<file path="config.mk">
export PLATFORM = sky130hd
export DESIGN_NAME = stream_packetizer_flat
export DESIGN_NICKNAME = d
export VERILOG_FILES = /design/src/rtl/pkt_pkg.sv /design/src/rtl/stream_packetizer_if.sv /design/src/rtl/pkt_fifo.sv /design/src/rtl/stream_packetizer.sv /design/src/flat_wrapper.sv
export SDC_FILE = /design/constraint.sdc
export NUM_CORES = 1
export LEC_CHECK = 0
export ABC_AREA = 1
export ABC_CLOCK_PERIOD_IN_PS = 5300
export BUFFER_PORTS_ARGS = -buffer_cell sky130_fd_sc_hd__buf_2
export CORE_UTILIZATION = 25
export CTS_CLUSTER_DIAMETER = 100
export DETAILED_ROUTE_END_ITERATION = 10
export PLACE_DENSITY = 0.44
export SLEW_MARGIN = 20
export SYNTH_ARGS = -nofsm -noshare
export SYNTH_HDL_FRONTEND = slang
export SYNTH_SLANG_ARGS = --single-unit
export TNS_END_PERCENT = 1
</file>
<file path="constraint.sdc">
create_clock -name M_AXIS_ACLK -period 5.3 [get_ports M_AXIS_ACLK]
set_input_delay 1.06 -clock M_AXIS_ACLK [delete_from_list [all_inputs] [get_ports M_AXIS_ACLK]]
set_output_delay 1.06 -clock M_AXIS_ACLK [all_outputs]
set_load 0.02 [all_outputs]
</file>
<file path="src/rtl/pkt_pkg.sv">
// Shared types and widths for the stream packetizer: FSM encoding, beat widths
// and the zero-extension used for header, payload and checksum beats.
package pkt_pkg;

    localparam int HDR_W   = 16;
    localparam int PAY_W   = 16;
    localparam int TDATA_W = 32;
    localparam int KEEP_W  = TDATA_W / 8;

    typedef enum logic [2:0] {
        IDLE     = 3'd0,
        HEADER   = 3'd1,
        PAYLOAD  = 3'd2,
        CHECKSUM = 3'd3,
        DONE     = 3'd4
    } state_t;

    function automatic logic [TDATA_W-1:0] zext(input logic [PAY_W-1:0] w);
        return {{(TDATA_W-PAY_W){1'b0}}, w};
    endfunction

endpackage

</file>
<file path="src/rtl/stream_packetizer_if.sv">
// AXI-Stream channel from the packetizer toward the DMA.
interface stream_packetizer_if;
    import pkt_pkg::*;

    logic               tvalid;
    logic [TDATA_W-1:0] tdata;
    logic [KEEP_W-1:0]  tkeep;
    logic               tlast;
    logic               tready;

    modport master (output tvalid, tdata, tkeep, tlast, input tready);
    modport slave  (input tvalid, tdata, tkeep, tlast, output tready);

endinterface

</file>
<file path="src/rtl/pkt_fifo.sv">
// Payload FIFO, power-of-two depth, wrap-bit pointers for full/empty; head word
// is presented combinationally so the packetizer can load it into its output register.
module pkt_fifo #(
    parameter int DEPTH = 4,
    parameter int W     = 16
) (
    input  logic         clk,
    input  logic         rst_n,
    input  logic         push,
    input  logic [W-1:0] din,
    input  logic         pop,
    output logic [W-1:0] dout,
    output logic         full,
    output logic         empty
);

    localparam int AW = $clog2(DEPTH);

    logic [AW:0]  wr_ptr, rd_ptr;
    logic [W-1:0] mem [DEPTH];
    logic         do_push, do_pop;

    assign empty   = (wr_ptr == rd_ptr);
    assign full    = (wr_ptr[AW] != rd_ptr[AW]) && (wr_ptr[AW-1:0] == rd_ptr[AW-1:0]);
    assign do_push = push && !full;
    assign do_pop  = pop && !empty;
    assign dout    = mem[rd_ptr[AW-1:0]];

    always_ff @(posedge clk or negedge rst_n) begin
        if (!rst_n) begin
            wr_ptr <= '0;
            rd_ptr <= '0;
        end else begin
            if (do_push) wr_ptr <= wr_ptr + 1'b1;
            if (do_pop)  rd_ptr <= rd_ptr + 1'b1;
        end
    end

    // NOTE: storage is not reset; only the pointers define which entries are live.
    always_ff @(posedge clk) begin
        if (do_push) mem[wr_ptr[AW-1:0]] <= din;
    end

endmodule

</file>
<file path="src/rtl/stream_packetizer.sv">
// Frames compute-side words as header + payload (+ optional checksum) AXI-Stream packets.
// Define PKT_CHECKSUM_EN to append a 32-bit wrapping-sum beat carrying TLAST.
module stream_packetizer
    import pkt_pkg::*;
#(
    parameter int DEPTH = 4
) (
    input  logic                M_AXIS_ACLK,
    input  logic                M_AXIS_ARESETN,
    input  logic                start,
    input  logic [HDR_W-1:0]    pkt_len,
    output logic                start_ready,
    input  logic [PAY_W-1:0]    din,
    input  logic                din_valid,
    output logic                din_ready,
    stream_packetizer_if.master m_axis,
    output logic                busy,
    output logic                done
);

    state_t             state;
    logic [HDR_W-1:0]   in_rem, out_rem, rem_after;
    logic [TDATA_W-1:0] tdata_q, tail_data;
    logic               tvalid_q, tlast_q, done_q;
    logic               push, pop, full, empty, tx, pay_tx;
    logic [PAY_W-1:0]   fifo_dout;

    pkt_fifo #(.DEPTH(DEPTH), .W(PAY_W)) u_fifo (
        .clk   (M_AXIS_ACLK),
        .rst_n (M_AXIS_ARESETN),
        .push  (push),
        .din   (din),
        .pop   (pop),
        .dout  (fifo_dout),
        .full  (full),
        .empty (empty)
    );

    assign start_ready    = (state == IDLE);
    assign busy           = !start_ready;
    assign done           = done_q;
    assign din_ready      = ((state == HEADER) || (state == PAYLOAD)) && !full && (in_rem != '0);
    assign push           = din_valid && din_ready;
    assign tx             = tvalid_q && m_axis.tready;
    assign pay_tx         = (state == PAYLOAD) && tx;
    assign rem_after      = out_rem - HDR_W'(pay_tx);
    assign m_axis.tvalid  = tvalid_q;
    assign m_axis.tdata   = tdata_q;
    assign m_axis.tkeep   = {KEEP_W{tvalid_q}};
    assign m_axis.tlast   = tlast_q;

`ifdef PKT_CHECKSUM_EN
    localparam bit CHK_EN = 1'b1;
    logic [TDATA_W-1:0] sum_q;

    // Summed at intake: the last word is always pushed before it can be transmitted.
    always_ff @(posedge M_AXIS_ACLK or negedge M_AXIS_ARESETN) begin
        if (!M_AXIS_ARESETN)                 sum_q <= '0;
        else if (start_ready && start)       sum_q <= '0;
        else if (push)                       sum_q <= sum_q + zext(din);
    end

    assign tail_data = sum_q;
`else
    localparam bit CHK_EN = 1'b0;
    assign tail_data = '0;
`endif

    // The output register reloads from the FIFO whenever it is empty or being drained.
    // NOTE: pop gets a default first so no path through the case leaves it unassigned.
    always_comb begin
        pop = 1'b0;
        case (state)
            HEADER:  pop = tx && (out_rem != '0) && !empty;
            PAYLOAD: pop = (!tvalid_q || m_axis.tready) && (rem_after != '0) && !empty;
            default: pop = 1'b0;
        endcase
    end

    // NOTE: sequential state uses non-blocking assignments so all registers update together.
    always_ff @(posedge M_AXIS_ACLK or negedge M_AXIS_ARESETN) begin
        if (!M_AXIS_ARESETN) begin
            state    <= IDLE;
            in_rem   <= '0;
            out_rem  <= '0;
            tvalid_q <= 1'b0;
            tdata_q  <= '0;
            tlast_q  <= 1'b0;
            done_q   <= 1'b0;
        end else begin
            done_q <= 1'b0;
            if (push) in_rem <= in_rem - 1'b1;

            case (state)
                IDLE: if (start) begin
                    state    <= HEADER;
                    in_rem   <= pkt_len;
                    out_rem  <= pkt_len;
                    tvalid_q <= 1'b1;
                    tdata_q  <= zext(pkt_len);
                    tlast_q  <= (pkt_len == '0) && !CHK_EN;
                end

                HEADER: if (tx) begin
                    if (out_rem == '0) begin
                        state    <= CHK_EN ? CHECKSUM : DONE;
                        tvalid_q <= CHK_EN;
                        tdata_q  <= tail_data;
                        tlast_q  <= CHK_EN;
                        done_q   <= !CHK_EN;
                    end else begin
                        state    <= PAYLOAD;
                        tvalid_q <= pop;
                        tdata_q  <= zext(fifo_dout);
                        tlast_q  <= (out_rem == 16'd1) && !CHK_EN;
                    end
                end

                PAYLOAD: begin
                    if (pay_tx) out_rem <= rem_after;
                    if (pay_tx && (rem_after == '0)) begin
                        state    <= CHK_EN ? CHECKSUM : DONE;
                        tvalid_q <= CHK_EN;
                        tdata_q  <= tail_data;
                        tlast_q  <= CHK_EN;
                        done_q   <= !CHK_EN;
                    end else if (!tvalid_q || m_axis.tready) begin
                        tvalid_q <= pop;
                        tdata_q  <= zext(fifo_dout);
                        tlast_q  <= (rem_after == 16'd1) && !CHK_EN;
                    end
                end

                CHECKSUM: if (tx) begin
                    state    <= DONE;
                    tvalid_q <= 1'b0;
                    tlast_q  <= 1'b0;
                    done_q   <= 1'b1;
                end

                DONE:    state <= IDLE;
                default: state <= IDLE;
            endcase
        end
    end

endmodule

</file>
<file path="src/flat_wrapper.sv">
// flat-port wrapper written by rule: the top's interface ports become plain ports
module stream_packetizer_flat import pkt_pkg::*;
#(
    parameter int DEPTH = 4
)
  (M_AXIS_ACLK, M_AXIS_ARESETN, start, pkt_len, start_ready, din, din_valid, din_ready, busy, done, m_axis_tvalid, m_axis_tdata, m_axis_tkeep, m_axis_tlast, m_axis_tready);
  stream_packetizer_if m_axis_i ();
  input  logic M_AXIS_ACLK;
  input  logic M_AXIS_ARESETN;
  input  logic start;
  input  logic [HDR_W-1:0] pkt_len;
  output logic start_ready;
  input  logic [PAY_W-1:0] din;
  input  logic din_valid;
  output logic din_ready;
  output logic busy;
  output logic done;
  output wire logic [$bits(m_axis_i.tvalid)-1:0] m_axis_tvalid;
  output wire logic [$bits(m_axis_i.tdata)-1:0] m_axis_tdata;
  output wire logic [$bits(m_axis_i.tkeep)-1:0] m_axis_tkeep;
  output wire logic [$bits(m_axis_i.tlast)-1:0] m_axis_tlast;
  input wire logic [$bits(m_axis_i.tready)-1:0] m_axis_tready;
  assign m_axis_tvalid = m_axis_i.tvalid;
  assign m_axis_tdata = m_axis_i.tdata;
  assign m_axis_tkeep = m_axis_i.tkeep;
  assign m_axis_tlast = m_axis_i.tlast;
  assign m_axis_i.tready = m_axis_tready;
  stream_packetizer #(.DEPTH(DEPTH)) u_core (.M_AXIS_ACLK(M_AXIS_ACLK), .M_AXIS_ARESETN(M_AXIS_ARESETN), .start(start), .pkt_len(pkt_len), .start_ready(start_ready), .din(din), .din_valid(din_valid), .din_ready(din_ready), .m_axis(m_axis_i), .busy(busy), .done(done));
endmodule
</file>
==> impl_metrics.tcl, run 1 <==
set metrics [dict create \
    postSynth.asyncResetShare_pct 48.4 \
    drtAntennaViolNets 0 \
    synth-simple-area-share_pct 23.7 \
    synth_top_area_share_pct 28.0 \
    dpl-instance-area_um2 7350 \
    netlist_top_cells_area "edfxtp_1 (28%), dfrtp_1 (22%), nand2_1 (7.2%)" \
    drive_above_1_share_pct 17.4 \
    syn_avg_cell_area_um2 8.76 \
    worstSkewPairLatency_ns 0.43 \
    viasPerCell 4.52 \
    syn_area_um2 6850 \
    synth_top_family_by_area "simple AND/OR/NAND/NOR gates" \
    power_density_nw_per_um2 635 \
    synth-seq-cells 124 \
    critical_path.cell_chain "buf_2, nand2_1, nor2_1, ha_1, ha_1, nand2_4, nor2_1, nand2_1, xor2_1, nand2_2, nor2_4, nand3_4, nand2_1, nand3_1, nand2_1, nand2_1" \
    cts_resized 0 \
    setup_violations 0 \
    cts.reportedPaths.clkPinSlew_ns 0.06 \
    slew_headroom_pct 28.0 \
    cpPeakStageDelay_ns 0.27 \
    postCtsSetupBuffers 0 \
    instances_no_fill 1192 \
    cp_common_cell "nand2_1" \
    worst_pin_slew_ns 1.08 \
    numPlacedInstances 1160 \
    overflow 0 \
    place_ws_ns 1.52 \
    hold_class "reg -> reg" \
    final_area_um2 7950 \
    postLayoutCoreUtil_pct 29.5 \
    vdd_drop_max_mv 0.244 \
    setup_tns_ns 0 \
    final_common_cell "nand2_1" \
    final_cell_mix "nand2_1 (132), nor2_1 (93), inv_1 (91)" \
    endpoint_kind "flop" \
    antenna_found_initial 1 \
    fmaxAchievable_mhz 298 \
    grt_pass1_vias 5102 \
    grt_first_pass_wirelength_um 29400 \
    cts_buffers 17 \
    drt_iter0_drc 302 \
    dp.final_hpwl_um 12800 \
    die_area_um2 28100 \
    slowest_stage "nor2_1" \
    clockRootBuffer "clkbuf_16" \
    num_antenna_cells 0 \
    grt_max_degree 61 \
    area_delta_synth_final_pct 15.9 \
    cts.sink_count 124 \
    drc 0 \
    period_needed_ns 3.36 \
    initial_core_util_pct 25.4 \
    ctsHoldBuffers 0 \
    synthMuxAreaShare_pct 0.146 \
    critPathLaunchType "input port" \
    fin_nets 884 \
    first_pass_iters 5 \
    status "finished clean" \
    routabilityCongestion 0.823 \
    ys_seq_area_share_pct 50.0 \
    synth_xor_area_share_pct 2.68 \
    vias 5393 \
    critPathArrivalTime_ns 3.64 \
    rows 60 \
    synth_top_area_cell "edfxtp_1" \
    syn_inst 782 \
    drt_wl_total_um 18800 \
    synth-edff-count 64 \
    num_io_pins 79 \
    wl_per_cell_um 15.8 \
    rsz0062_at_grt "no" \
    leakagePower_uw 0.00338 \
    ctsHtreeMaxLevel 4 \
    synth_fa_ha_area_share_pct 1.64 \
    yosysWarnings 0 \
    cts_tree "built" \
    period_share_pct 63.3 \
    fin_skew_ns 0.0116 \
    ys.flop_type "edfxtp_1" \
    grt.total_usage_pct 13.9 \
    synth_compound_area_share_pct 11.2 \
    hold_viol_final 0 \
    maxCapViolCount 0 \
    fp.coreArea_um2 27000 \
    fin_ws_ns 1.94 \
    cts_buffer_depth 2 \
    synth_cell_type_count 44 \
    slew_viol_final 0 \
    die_x_um 168 \
    required_ns 5.59 \
    io_buffers 62 \
    die_h_um 168 \
    path_class "in -> reg" \
    crit_fanout 17 \
]
[final timing paths]
check / from / depth (start not counted) / end / slack (ns)
max: m_axis_tready / 16 / u_core.state[0]$_DFFE_PN0P_ / 1.94
min reg2reg: u_core.m_axis.tlast$_DFFE_PN0P_ / 2 / u_core.m_axis.tlast$_DFFE_PN0P_ / 0.48
min in group asynchronous: M_AXIS_ARESETN / 2 / u_core.in_rem[12]$_DFF_PN0_ / 0.80
max reg2reg: u_core.state[2]$_DFFE_PN0P_ / 17 / u_core.state[0]$_DFFE_PN0P_ / 1.97
max in group asynchronous: M_AXIS_ARESETN / 2 / u_core.out_rem[5]$_DFFE_PN0P_ / 3.91
min: u_core.m_axis.tlast$_DFFE_PN0P_ / 2 / u_core.m_axis.tlast$_DFFE_PN0P_ / 0.48
[state kept, by name (all words and copies together) (netlist names), 3 cells and up]
| name | count |
|---|---|
| u_core.u_fifo.mem | 64 |
| u_core.in_rem | 16 |
| u_core.m_axis.tdata | 16 |
| u_core.out_rem | 16 |
| u_core.state | 3 |
| u_core.u_fifo.rd_ptr | 3 |
| u_core.u_fifo.wr_ptr | 3 |
[report_power, final]
part	switching [µW]	internal [µW]
sequential	291	1320
combinational	1510	724
clock	522	674
[critical path: cells and delay by family]
kind	cells	cell delay [ns]
AND/OR/NAND/NOR	12	1.73
buffers and inverters	1	0.10
adder cells (fa/ha/maj)	2	0.53
XOR/XNOR	1	0.22
[kinds of logic (layout without fill, tap and decap cells)]
family,Yosys count,after routing
AO/OA/AOI/OAI,137,137
XOR/XNOR,21,21
adder cells (fa/ha/maj),9,9
buffers and inverters,143,197
flip-flops,124,124
multiplexers,1,1
other,1,16
AND/OR/NAND/NOR,346,346
[per-layer routing]
metal	vias to the layer above	part of all wire, %	wire, µm	track usage (%)
met3	21	4.2	786	3.21
li1	2701	-	-	-
met5	-	0.064	12	0
met2	130	45	8450	21.4
met4	2	1.3	247	3.67
met1	2539	50	9310	19.4
[synth_stat cells, types with 2 or more instances]
| cell | number |
|---|---|
| xor2_1 | 16 |
| nor4_1 | 7 |
| buf_2 | 5 |
| o21ai_0 | 63 |
| a21oi_1 | 24 |
| buf_4 | 21 |
| nand3_1 | 58 |
| nor2_2 | 9 |
| edfxtp_1 | 64 |
| a21o_1 | 2 |
| nand2_2 | 6 |
| nand4_1 | 6 |
| nor2_4 | 4 |
| clkbuf_8 | 9 |
| inv_1 | 92 |
| xnor2_1 | 5 |
| o21ai_1 | 5 |
| a31oi_1 | 4 |
| nor2_1 | 93 |
| o211ai_1 | 11 |
| ha_1 | 9 |
| o22ai_1 | 24 |
| nand2_1 | 132 |
| nor3_1 | 8 |
| buf_1 | 2 |
| clkbuf_1 | 10 |
| nand3_2 | 17 |
| dfrtp_1 | 60 |
[layout make-up]
cell class,instances,area [µm²]
Sequential cell,124,3420
Clock inverter,15,174
Tap cell,341,427
Multi-Input combinational cell,530,2770
Timing Repair Buffer,71,378
Fill cell,2855,19000
Inverter,94,353
Clock buffer,17,425
[stage by stage]
| stage | total power (µW) | hold slack [ns] |
|---|---|---|
| 4_1_cts | 5110 | 0.482 |
| 3_3_place_gp | 3880 | 0.464 |
| 5_1_grt | 5490 | 0.501 |
| 2_1_floorplan | 3330 | 0.462 |
| 3_5_place_dp | 3890 | 0.465 |
| 6_report | 5040 | 0.478 |
Power figures use the tool's default switching activity.
==> run 2: changes to the inputs <==
--- a/config.mk
+++ b/config.mk
@@ -5,8 +5,8 @@
 export SDC_FILE = /design/constraint.sdc
 export NUM_CORES = 1
 export LEC_CHECK = 0
-export ABC_AREA = 1
-export ABC_CLOCK_PERIOD_IN_PS = 5300
+export ABC_AREA = 0
+export ABC_CLOCK_PERIOD_IN_PS = 3100
 export BUFFER_PORTS_ARGS = -buffer_cell sky130_fd_sc_hd__buf_2
 export CORE_UTILIZATION = 25
 export CTS_CLUSTER_DIAMETER = 100
==> constraint.sdc (replaced) <==
create_clock -name M_AXIS_ACLK -period 3.1 [get_ports M_AXIS_ACLK]
set_input_delay 0.62 -clock M_AXIS_ACLK [delete_from_list [all_inputs] [get_ports M_AXIS_ACLK]]
set_output_delay 0.62 -clock M_AXIS_ACLK [all_outputs]
set_load 0.02 [all_outputs]
==> impl_metrics.tcl, run 2 <==
set metrics [dict create \
    p_int_uw 4730 \
    wl_per_cell_um 18.4 \
    overflow 0 \
    cp-startpoint "u_core.state[0]$_DFFE_PN0P_" \
    vias 4768 \
    cts_tree "built" \
    synth_top_area_cell "edfxtp_1" \
    regToRegSetupSlack_ns 0.08 \
    num_io_pins 79 \
    clockRootBuffer "clkbuf_16" \
    ys.flop_type "edfxtp_1" \
    period_share_pct 97.4 \
    synth-edff-count 64 \
    antenna_found_initial 0 \
    crit-reg2reg-launch "u_core.state[0]$_DFFE_PN0P_" \
    netlist_top_cells_area "edfxtp_1 (30%), dfrtp_1 (24%), mux4_2 (5.7%)" \
    critical_path.cell_chain "nand2b_4, nand2b_4, nor2_4, ha_4, ha_4, or3b_4, nor4b_4, o21bai_2, a2111oi_4, a41o_2, mux2_4" \
    leakagePower_uw 0.00287 \
    worstSkewPairLatency_ns 0.42 \
    die_h_um 161 \
    cts.sink_count 124 \
    power_density_nw_per_um2 1040 \
    power_uw 8010 \
    path_class "reg -> reg" \
    fmaxAchievable_mhz 331 \
    ys_seq_area_share_pct 54.3 \
    grt_pass1_vias 4969 \
    hold_viol_final 0 \
    cts_buffers 17 \
    largest_reg_flops 64 \
    drt_iter0_drc 387 \
    grt_first_pass_wirelength_um 28800 \
    ctsHoldBuffers 0 \
    slew_viol_final 0 \
    fin_skew_ns 0.0125 \
    first_pass_iters 7 \
    synth-seq-cells 124 \
    slowest_stage "a2111oi_4" \
    routabilityCongestion 0.885 \
    drtAntennaViolNets 0 \
    slew_headroom_pct 35.9 \
    seqPwrFrac_pct 34.0 \
    syn_avg_cell_area_um2 11.5 \
    synth_commonest_cells "edfxtp_1 (64), dfrtp_1 (60), nor2_1 (41)" \
    num_antenna_cells 0 \
    vdd_drop_max_mv 0.398 \
    io_buffers 62 \
    drive_above_1_share_pct 28.0 \
    grt.total_usage_pct 14.7 \
    p_switching_uw 3280 \
    ctsHtreeMaxLevel 4 \
    cts.reportedPaths.clkPinSlew_ns 0.06 \
    setup_violations 0 \
    crit_fanout 4 \
    required_ns 3.40 \
    die_area_um2 25800 \
    p_sw_share_pct 40.9 \
    initial_core_util_pct 25.7 \
    final_common_cell "edfxtp_1" \
    drc 0 \
    dp.final_hpwl_um 12300 \
    synth_top_area_share_pct 30.5 \
    critPathArrivalTime_ns 3.32 \
    yosysMostFrequentCell "edfxtp_1" \
    area_delta_synth_final_pct 22.4 \
    endpoint_kind "flop" \
    yosysWarnings 0 \
    syn_inst 549 \
    place_ws_ns -0.137 \
    final_cell_mix "edfxtp_1 (64), buf_2 (62), dfrtp_1 (59)" \
    maxCapViolCount 0 \
    fin_ws_ns 0.0793 \
    rsz0062_at_grt "yes" \
    postSynth.asyncResetShare_pct 48.4 \
    viasPerCell 4.95 \
    r2r_cells 11 \
    drt_wl_total_um 17800 \
    cts_buffer_depth 2 \
    synth_cell_type_count 64 \
    period_needed_ns 3.02 \
    cpPeakStageDelay_ns 0.47 \
    status "finished clean" \
    hold_class "in -> async" \
    rows 57 \
    power.share.clock_pct 24.0 \
    worst_pin_slew_ns 0.961 \
    critPathLaunchType "flop" \
    pwr-share-comb_pct 41.9 \
    syn_area_um2 6300 \
    r2r-end "u_core.u_fifo.rd_ptr[1]$_DFFE_PN0P_" \
    fin_nets 673 \
    fp.coreArea_um2 24500 \
    grt_max_degree 43 \
    die_x_um 161 \
]
[run 2: cell types whose count changed after synthesis, moves of 17 or more]
cell,previous run,this run
inv_1,92,16
nand2_1,132,31
nand3_1,58,29
nand3_2,17,0
nor2_1,93,41
o21ai_0,63,40
o22ai_1,24,3
[run 2: routing by layer]
| layer | routed length [µm] | vias up | track usage, % |
|---|---|---|---|
| met5 | 0 | - | 0 |
| met4 | 259 | 0 | 4.63 |
| met3 | 1160 | 18 | 4.21 |
| met2 | 8560 | 172 | 24.3 |
| met1 | 7790 | 2367 | 18.5 |
| li1 | - | 2211 | - |
[run 2: cell families after synthesis]
kind of cell	Yosys count	share of synthesized area, %
AND/OR/NAND/NOR	170	13.9
AO/OA/AOI/OAI	135	14.8
flip-flops	124	54.3
buffers and inverters	71	6.21
XOR/XNOR	21	2.92
multiplexers	18	6.06
adder cells (fa/ha/maj)	9	1.79
other	1	0.0595
[run 2: worst max-delay path by stage]
stage | end | slack (ns) | cells after the start
2_1_floorplan | u_core.u_fifo.rd_ptr[1]$_DFFE_PN0P_ | 0.01 | 12
3_3_place_gp | u_core.u_fifo.rd_ptr[2]$_DFFE_PN0P_ | -0.15 | 14
3_5_place_dp | u_core.u_fifo.rd_ptr[2]$_DFFE_PN0P_ | -0.14 | 14
4_1_cts | u_core.u_fifo.rd_ptr[1]$_DFFE_PN0P_ | 0.05 | 11
5_1_grt | u_core.u_fifo.rd_ptr[1]$_DFFE_PN0P_ | -0.08 | 11
6_report | u_core.u_fifo.rd_ptr[1]$_DFFE_PN0P_ | 0.08 | 11
[run 2: power groups by stage]
stage | Sequential (µW) | Combinational [µW] | Clock, µW
6_report | 2730 | 3360 | 1920
3_5_place_dp | 2740 | 3310 | 0
2_1_floorplan | 2710 | 2290 | 0
3_3_place_gp | 2730 | 3250 | 0
5_1_grt | 2800 | 3770 | 2040
4_1_cts | 2720 | 3310 | 1970
[run 2: cell type report]
cell class	count	area, µm²
flip-flops and latches	124	3420
clock inverters	14	134
repair buffers	99	601
fillers	2509	16800
clock buffers	18	429
well taps	324	405
multi-input cells	369	2660
inverters	16	60.1
[run 2: through the flow]
step                      instance area (µm²)  hold slack (ns)  cells  setup TNS [ns]  util [%]
final                                    7710            0.316    964               0      31.4
after global placement                   7080            0.488    930          -0.669      28.8
after floorplan                          6410            0.324    564               0         -
after global routing                     7710            0.374    964          -0.406      31.4
after CTS                                7640            0.350    962               0      31.2
after detailed placement                 7080            0.496    930           -1.01      28.8
[run 2: repair_timing]
| item | 4_1_cts | 5_1_grt |
|---|---|---|
| setup buffers | 0 | 2 |
| endpoints found under the setup margin | 2 | 23 |
| resized for setup | 2 | 14 |
| pin swaps | 1 | 14 |
[run 2: critical path, delay by kind of cell, from the launching register on]
kind                     cells  cell delay, ns
AO/OA/AOI/OAI                3            0.89
adder cells (fa/ha/maj)      2            0.30
flip-flops                   1            0.37
multiplexers                 1            0.30
AND/OR/NAND/NOR              5            1.05
==> run 3: changes to the inputs <==
--- a/config.mk
+++ b/config.mk
@@ -8,10 +8,12 @@
 export ABC_AREA = 0
 export ABC_CLOCK_PERIOD_IN_PS = 3100
 export BUFFER_PORTS_ARGS = -buffer_cell sky130_fd_sc_hd__buf_2
+export CELL_PAD_IN_SITES_DETAIL_PLACEMENT = 0
+export CELL_PAD_IN_SITES_GLOBAL_PLACEMENT = 1
 export CORE_UTILIZATION = 25
 export CTS_CLUSTER_DIAMETER = 100
 export DETAILED_ROUTE_END_ITERATION = 10
-export PLACE_DENSITY = 0.44
+export PLACE_DENSITY = 0.51
 export SLEW_MARGIN = 20
 export SYNTH_ARGS = -nofsm -noshare
 export SYNTH_HDL_FRONTEND = slang
==> impl_metrics.tcl, run 3 (synthesis gave the netlist of run 2 again) <==
set metrics [dict create \
    first_pass_iters 5 \
    num_antenna_cells 0 \
    area_delta_synth_final_pct 22.8 \
    status "finished clean" \
    cts_buffers 17 \
    drc 0 \
    grt_util_met2_pct 23.5 \
    r2r-end "u_core.u_fifo.rd_ptr[1]$_DFFE_PN0P_" \
    dp.final_hpwl_um 12500 \
    clockRootBuffer "clkbuf_16" \
    wl_per_cell_um 18.9 \
    final_common_cell "edfxtp_1" \
    use_met3_pct 2.79 \
    rows 57 \
    drt_iter0_drc 340 \
    routabilityCongestion 0.800 \
    grt_max_degree 43 \
    critPathLaunchType "flop" \
    cts_buffer_depth 2 \
    power_density_nw_per_um2 1050 \
    cts.sink_count 124 \
    grt.total_usage_pct 14.8 \
    crit_fanout 3 \
    grt_first_pass_wirelength_um 28800 \
    worstSkewPairLatency_ns 0.42 \
    grt_pass1_vias 4874 \
    cp-startpoint "u_core.state[0]$_DFFE_PN0P_" \
    whs_ns 0.194 \
    period_share_pct 97.9 \
    drive_above_1_share_pct 27.8 \
    drt_wl_total_um 18200 \
    regToRegSetupSlack_ns 0.07 \
    place_ws_ns -0.189 \
    antenna_found_initial 0 \
    viasPerCell 4.90 \
    ctsHoldBuffers 0 \
    dpl-instance-area_um2 7070 \
    fin_skew_ns 0.0122 \
    setup_violations 0 \
    path_class "reg -> reg" \
    slew_headroom_pct 29.2 \
    cts.reportedPaths.clkPinSlew_ns 0.06 \
    r2r_cells 11 \
    fin_nets 673 \
    path_depth 11 \
    grt-busiest-layer "met2" \
    cp-endpoint "u_core.u_fifo.rd_ptr[1]$_DFFE_PN0P_" \
    io_buffers 62 \
    maxCapViolCount 0 \
    die_area_um2 25800 \
    overflow 0 \
    fin_ws_ns 0.0652 \
    ctsHtreeMaxLevel 4 \
    required_ns 3.40 \
    rsz0062_at_grt "yes" \
    final_area_um2 7740 \
    slew_viol_final 0 \
    die_h_um 161 \
    critPathArrivalTime_ns 3.33 \
    die_x_um 161 \
    postLayoutCoreUtil_pct 31.5 \
    fp.coreArea_um2 24500 \
    initial_core_util_pct 25.7 \
    use_met1_pct 20.0 \
    cts_tree "built" \
    largest_reg_flops 64 \
    vias 4721 \
    fmaxAchievable_mhz 330 \
    endpoint_kind "flop" \
    path_delay_family "simple AND/OR/NAND/NOR gates" \
    vdd_drop_max_mv 0.407 \
    drtAntennaViolNets 0 \
    final_cell_mix "edfxtp_1 (64), buf_2 (61), dfrtp_1 (59)" \
    critical_path.cell_chain "nand2b_4, nand2b_4, nor2_4, ha_4, ha_4, or3b_4, nor4b_4, o21bai_2, a2111oi_4, a41o_2, mux2_4" \
    leakagePower_uw 0.00289 \
    num_io_pins 79 \
    slowest_stage "a2111oi_4" \
    crit-reg2reg-launch "u_core.state[0]$_DFFE_PN0P_" \
    period_needed_ns 3.03 \
    hold_class "in -> async" \
    hold_viol_final 0 \
    critPathBufInv 0 \
    worst_pin_slew_ns 1.06 \
    cpPeakStageDelay_ns 0.44 \
]
## run 3: layout make-up
type	instances	area (µm²)
inverter	16	60.1
clock inverter	15	168
timing repair buffer	99	616
tap	324	405
fill	2520	16800
clock buffer	17	425
multi-input combinational	369	2640
sequential	124	3420
## run 3: power by group
part | internal [µW] | switching (µW) | total [µW]
Clock | 1150 | 892 | 2050
Sequential | 2270 | 433 | 2700
Combinational | 1330 | 2050 | 3370
## run 3: worst min path at each step
stage / start / end / cells past startpoint / slack [ns]
6_report: M_AXIS_ARESETN / u_core.state[0]$_DFFE_PN0P_ / 1 / 0.19
5_1_grt: M_AXIS_ARESETN / u_core.state[0]$_DFFE_PN0P_ / 1 / 0.24
4_1_cts: din[4] / u_core.u_fifo.mem[0][4]$_DFFE_PP_ / 1 / 0.39
3_5_place_dp: u_core.u_fifo.wr_ptr[2]$_DFFE_PN0P_ / u_core.u_fifo.wr_ptr[2]$_DFFE_PN0P_ / 1 / 0.50
3_3_place_gp: u_core.u_fifo.wr_ptr[2]$_DFFE_PN0P_ / u_core.u_fifo.wr_ptr[2]$_DFFE_PN0P_ / 1 / 0.48
2_1_floorplan: M_AXIS_ARESETN / u_core.done$_DFF_PN0_ / 0 / 0.32
## run 3: what timing repair did
| action | in CTS | in global routing |
|---|---|---|
| gates resized for setup | 1 | 8 |
| setup buffers | 0 | 4 |
| endpoints found under the setup margin | 13 | 22 |
| pin swaps | 2 | 6 |
## run 3: per-stage QoR
| step | TNS [ns] | instances | total power (µW) |
|---|---|---|---|
| 2_1_floorplan | 0 | 564 | 5000 |
| 3_3_place_gp | -0.596 | 928 | 6000 |
| 3_5_place_dp | -2.72 | 928 | 6090 |
| 4_1_cts | 0 | 960 | 8170 |
| 5_1_grt | -0.210 | 964 | 8680 |
| 6_report | 0 | 964 | 8130 |
## run 3: layer usage
metal | vias up | wire (µm)
met2 | 132 | 8460
met5 | - | 0
met4 | 0 | 248
met3 | 20 | 792
met1 | 2355 | 8740
li1 | 2214 | -
